`config.mk`:
```
export PLATFORM = sky130hd
export DESIGN_NAME = interleave_addr_gen
export DESIGN_NICKNAME = d
export VERILOG_FILES = /design/src/rtl/interleave_pkg.sv /design/src/rtl/idx_counter.sv /design/src/rtl/interleave_addr_gen.sv
export SDC_FILE = /design/constraint.sdc
export NUM_CORES = 1
export LEC_CHECK = 0
export BUFFER_PORTS_ARGS = -buffer_cell sky130_fd_sc_hd__buf_2
export CAP_MARGIN = 20
export CORE_ASPECT_RATIO = 0.9
export CORE_MARGIN = 1.5
export CORE_UTILIZATION = 40
export DETAILED_ROUTE_END_ITERATION = 16
export PLACE_DENSITY = 0.73
export SYNTH_ARGS = -nofsm -noshare
export SYNTH_HDL_FRONTEND = slang
export SYNTH_SLANG_ARGS = --single-unit
```
`constraint.sdc`:
```
create_clock -name clk -period 2.4 [get_ports clk]
set_input_delay 0.48 -clock clk [delete_from_list [all_inputs] [get_ports clk]]
set_output_delay 0.48 -clock clk [all_outputs]
set_load 0.005 [all_outputs]
```
`src/rtl/interleave_pkg.sv`:
```
// Shared constants and FSM encoding for the interleaver address path.
// The downstream rotation stage imports the same index width.
package interleave_pkg;

    localparam int ADDR_W_DEF = 5;
    localparam int FRAME_LEN  = 2 ** ADDR_W_DEF;

    typedef enum logic [1:0] {
        IDLE  = 2'd0,
        FILL  = 2'd1,
        DRAIN = 2'd2
    } state_e;

endpackage

```
`src/rtl/idx_counter.sv`:
```
// Frame index counter shared by the FILL and DRAIN phases.
// A synchronous clear wins over the enable; tc flags the last index of the frame.
module idx_counter #(
    parameter int W = 5
) (
    input  logic         clk,
    input  logic         rst_n,
    input  logic         clr,
    input  logic         en,
    output logic [W-1:0] count,
    output logic         tc
);

    always_ff @(posedge clk or negedge rst_n) begin
        if (!rst_n) begin
            count <= '0;
        end else if (clr) begin
            count <= '0;
        end else if (en) begin
            count <= count + 1'b1;
        end
    end

    assign tc = &count;

endmodule

```
`src/rtl/interleave_addr_gen.sv`:
```
// Frame sequencer for the interleaver buffer: linear FILL writes, then linear
// DRAIN read indices for the rotation stage, with handshakes and abort.
module interleave_addr_gen
    import interleave_pkg::*;
#(
    parameter int ADDR_W     = ADDR_W_DEF,
    parameter int CONTINUOUS = 0,
    parameter int FCNT_W     = 8
) (
    input  logic              clk,
    input  logic              rst_n,
    input  logic              start,
    input  logic              abort,
    input  logic              in_valid,
    output logic              in_ready,
    output logic              wr_en,
    output logic [ADDR_W-1:0] wr_addr,
    output logic              out_valid,
    input  logic              out_ready,
    output logic [ADDR_W-1:0] adress,
    output logic              rd_en,
    output logic              frame_done,
    output logic              busy,
    output logic [FCNT_W-1:0] frame_cnt
);

    state_e            state;
    logic [ADDR_W-1:0] idx;
    logic              idx_tc;
    logic              idx_clr;
    logic              idx_en;
    logic              last_xfer;

    idx_counter #(
        .W (ADDR_W)
    ) u_idx (
        .clk   (clk),
        .rst_n (rst_n),
        .clr   (idx_clr),
        .en    (idx_en),
        .count (idx),
        .tc    (idx_tc)
    );

    // abort masks the handshake in the same cycle, so it can never race a transfer
    always_comb begin
        in_ready  = (state == FILL) && !abort;
        out_valid = (state == DRAIN) && !abort;
        wr_en     = in_valid && in_ready;
        rd_en     = out_valid && out_ready;
        wr_addr   = (state == FILL) ? idx : '0;
        adress    = (state == DRAIN) ? idx : '0;
        busy      = (state != IDLE);
        last_xfer = rd_en && idx_tc;
        idx_en    = wr_en || rd_en;
        idx_clr   = (state == IDLE) || abort || ((wr_en || rd_en) && idx_tc);
    end

    always_ff @(posedge clk or negedge rst_n) begin
        if (!rst_n) begin
            state      <= IDLE;
            frame_done <= 1'b0;
            frame_cnt  <= '0;
        end else begin
            frame_done <= last_xfer;
            if (last_xfer) begin
                frame_cnt <= frame_cnt + 1'b1;
            end
            case (state)
                IDLE: begin
                    if (start && !abort) begin
                        state <= FILL;
                    end
                end
                FILL: begin
                    if (abort) begin
                        state <= IDLE;
                    end else if (wr_en && idx_tc) begin
                        state <= DRAIN;
                    end
                end
                DRAIN: begin
                    if (abort) begin
                        state <= IDLE;
                    end else if (last_xfer) begin
                        state <= (CONTINUOUS != 0) ? FILL : IDLE;
                    end
                end
                default: state <= IDLE;
            endcase
        end
    end

endmodule
```
# Yosys cells after proc, flatten, opt, wreduce, memory -nomap -nowiden
# Cells that the tools add are included.
# op_classes
n_addsub,2
eq_ne,5
muxes,10
n_reduce_logical,17
# ops
operator,count
$mux 5,4
$mux 2,5
$add 8x1->8 const B,1
$logic_and 1x1->1,8
$pmux 2 s3,1
$add 5x1->5 const B,1
$reduce_and 5->1,1
$reduce_bool 2->1,2
$logic_or 1x1->1,3
$ne 3x2->1 const B,1
$ne 3x3->1 const B,1
$reduce_and 3->1,1
$eq 2x1->1 const B,1
$eq 2x2->1 const B,1
$logic_not 2->1,1
$ne 2x1->1 const B,1
$logic_not 1->1,1
# totals
register_bits,16
elab_cells,38

# Depth between registers and ports, before layout
# depth
word_depth,7
depth_mapped,7

# Hierarchy
# Synthesis repeated with hierarchy kept, for this count alone.
# unflattened
cells_unflattened,87
hier_area_um2,909.6
# by_module_without_submodules
mod,n_inst,cells_per_inst,area_per_inst_um2,seq_area_each_um2
interleave_addr_gen,1,65,633.1,275.3
idx_counter,1,22,276.5,125.1

# Worst setup path after synthesis
# OpenSTA, ideal clock, no wires.
# synth_path
kind,register to register
start,register u_idx.count[0]
end,register frame_cnt[1]
setup_time_ns,0.127
arrival_time_ns,1.549
t_required_ns,2.273
setup_slack_ns,0.724
path_stages_with_launch,7
path_buffers,1
cell_sequence,dfrtp_1 -> ha_1 -> and3_1 -> ha_1 -> and2_4 -> buf_6 -> mux2_1
# synth_via
elab_chain_len,2
# synth_rtl
element,line_no,source
"start, declared",idx_counter.sv:10,"output logic [W-1:0] count,"
"start signal, assigned",idx_counter.sv:20,count <= count + 1'b1;
$reduce_and 5->1,idx_counter.sv:24,assign tc = &count;
$logic_and 1x1->1,interleave_addr_gen.sv:54,last_xfer = rd_en && idx_tc;
named net last_xfer,interleave_addr_gen.sv:32,logic last_xfer;
"end signal, assigned",interleave_addr_gen.sv:67,frame_cnt <= frame_cnt + 1'b1;
"end, declared",interleave_addr_gen.sv:24,output logic [FCNT_W-1:0] frame_cnt
# The timed path passes the listed nets, and every way through them passes these cells.
# A chain may end at the register's enable or synchronous reset.

# Worst setup path in the final report
# layout_path
start,register state[0]
end,output in_ready
# layout_via
elab_chain_len,2
# layout_rtl
element,line_no,source
"start, declared",interleave_addr_gen.sv:27,state_e state;
"start signal, assigned",interleave_addr_gen.sv:86,state <= (CONTINUOUS != 0) ? FILL : IDLE;
$eq 2x1->1,interleave_addr_gen.sv:47,in_ready = (state == FILL) && !abort;
$logic_and 1x1->1,interleave_addr_gen.sv:47,
"end, declared",interleave_addr_gen.sv:15,"output logic in_ready,"
# Every way passes these cells.

==> results by group <==
Status
  – Status: finished, final reports clean

Power and ir drop
  – Worst VDD drop: 279 uV
  – Power Density: 454 nW/um^2
  – Tot Pwr: 0.485 mW
  – Leak: 0.585 nW

Routing
  – Routed length per instance: 12.8 um
  – Vias per inst: 5.15
  – DRT Pass-1 Iters: 4
  – Routed via count: 721
  – Iter 0 DRT Violations: 9
  – Post-route DRC: 0
  – Routed Antenna Nets: 0
  – Final WL: 1.79 mm

Timing
  – Fin Hold WS: 0.0732 ns
  – F_max: 504 MHz
  – Final worst slack: 0.416 ns
  – RSZ-0062 raised after global routing: no
  – Final slew viol count: 0
  – Final Hold Viols: 0
  – Final min period: 1.98 ns
  – Clk_skew: 0.00503 ns
  – Slew headroom: 69.2%
  – TNS Setup: 0 ns
  – Actual slew at the worst max-slew pin: 0.461 ns
  – Final setup viols: 0
  – Fin crit share: 82.7%

Clock network
  – Clk slew on worst S/H paths: 0.10 ns
  – Clock Latency Late Sink: 0.30 ns
  – Post-CTS Repair Setup Buffers: 0
  – CTS Buffer Depth: 2
  – Total CTS buffers: 3
  – CTS Root Cell: clkbuf_4
  – Hold buffers post-CTS: 0
  – TritonCTS clock tree: built
  – Sink Count: 16
  – H-Tree Depth: 1
  – PostCTS Resize Cnt: 0

Synth
  – Syn Area/Cell: 10.4 sq um
  – Sequential share of the synthesized area: 46.2%
  – Synthesized area: 867 sq um
  – Netlist cell types: 26
  – FF+latch count, synth: 16
  – Syn_nets: 92
  – Synthesis Warnings: 0
  – Post-Syn Instances: 83

Floorplan
  – Core area: 1970 sq um
  – Die area: 2460 sq um
  – Starting Density: 44.0%
  – Die width: 52.1 um
  – Rows: 15
  – Die H: 47.2 um
  – Ports: 30

Job
  – Max Cap Viol: 0

GRT
  – Via count of the first global-routing pass: 575
  – Initial antenna violation count: 0
  – Gr ovfl total: 0
  – Largest net degree at the start of global routing: 17
  – First-pass GRT wire length: 2.78 mm
  – Total track usage: 15.9%

Place
  – RD Place Congestion: 0.821
  – Place WS: 0.700 ns
  – Placed cell area: 1030 sq um
  – Input/output buffers: 29
  – HPWL after DPL: 1.39 mm

Worst hold path
  – Min-delay worst type: input port to asynchronous set/reset pin

Critical path
  – Startpoint Class: register
  – CP max FO: 8
  – Setup Crit Path Kind: register to primary output
  – Crit end category: primary output
  – Critical path arrival: 1.50 ns
  – Critical Path RT: 1.92 ns

Finish
  – Area Overhead vs Synth: 23.2%
  – Nets: 125
  – Commonest non-fill, non-tap cell in the layout: buf_2
  – Fill count: 183
  – Ant diodes: 0
  – Seq. cell area: 400 sq um
  – Leading cell types in the layout, fill and taps excluded: buf_2, dfrtp_1, and2_1
  – Fin area: 1070 sq um
  – Layout cells sized above 1: 33.0%
  – Area of the multi-input gates: 444 sq um
## report_power, final
group | leakage (nW) | total (mW) | internal (mW) | switching [mW]
registers | 0.217 | 0.273 | 0.271 | 0.00236
logic | 0.347 | 0.0286 | 0.0113 | 0.0173
clock network | 0.0210 | 0.184 | 0.0926 | 0.0910
total | 0.585 | 0.485 | 0.375 | 0.111
## through the flow
stage / utilization [%] / std cells
detailed placement: 52.4 / 136
floorplan: - / 83
finish: 54.2 / 140
global placement: 52.4 / 136
CTS: 54.2 / 140
global route: 54.2 / 140
## final cells by class
cell class                      instances  share of cell area, %
Clock buffer                            4                   3.40
Inverter                                1                  0.351
Multi-Input combinational cell         64                   41.6
Sequential cell                        16                   37.5
Tap cell                               25                   2.93
Timing Repair Buffer                   30                   14.3
## sequential cells by signal (all words and copies together) (netlist names)
register / flops
frame_done: 1
state: 2
u_idx.count: 5
frame_cnt: 8
## cell families after synthesis
family,count (synthesis),share of synthesized area [%]
AOI/OAI and AO/OA,6,4.33
xor gates and xnor gates,10,10.1
adders and majority gates,3,4.33
buffers and inverters,3,2.60
DFF,16,46.2
muxes,3,3.61
and+or+nand+nor,42,28.9
## path summary, 6_finish.rpt
check                               startpoint        endpoint  slack [ns]  depth (start not counted)
max in group asynchronous                rst_n    frame_cnt[7]        2.06                          1
worst max-delay path                  state[0]        in_ready        0.42                          3
worst max register to register  u_idx.count[0]    frame_cnt[1]        0.72                          5
min in group clk                         abort        state[1]        0.43                          2
worst min register to register    frame_cnt[7]    frame_cnt[7]        0.47                          1
worst min-delay path                     rst_n  u_idx.count[0]        0.07                          1
## layer usage
metal  up-vias  GRT usage (%)  wire length [um]
met5         -              0                 0
met1       350           21.9               825
met2        19           24.1               845
met3         5           3.18                76
li1        347              -                 -
met4         0           7.89                43
## synthesized netlist by cell type
cell type   n  share of area (%)
o21ai_0     4                2.3
nand3b_1    1               0.87
nor4bb_1    1                1.2
xor2_1      6                6.1
nand3_1     3                1.7
xnor2_1     4                4.0
dfrtp_1    16                 46
ha_1        3                4.3
a22o_1      1                1.0
nor3_2      1                1.2
nor2b_1     6                4.3
inv_1       1               0.43
a32oi_1     1                1.0
mux2i_1     2                2.3
and2_4      1                1.0
or2_2       1               0.72
nor2_1      9                3.9
and4bb_2    1                1.4
nand2_1     1               0.43
mux2_1      1                1.3
and3_1      2                1.4
nor3_1      1               0.58
buf_6       1                1.3
and2_1     10                7.2
nand4_1     4                2.9
buf_4       1               0.87
## critical path: stages (launching register included)
cell and delay, ns:
dfrtp_1 0.46, nor2b_1 0.44, nor2b_1 0.19, buf_2 0.12
Power figures use the tool's default switching activity.
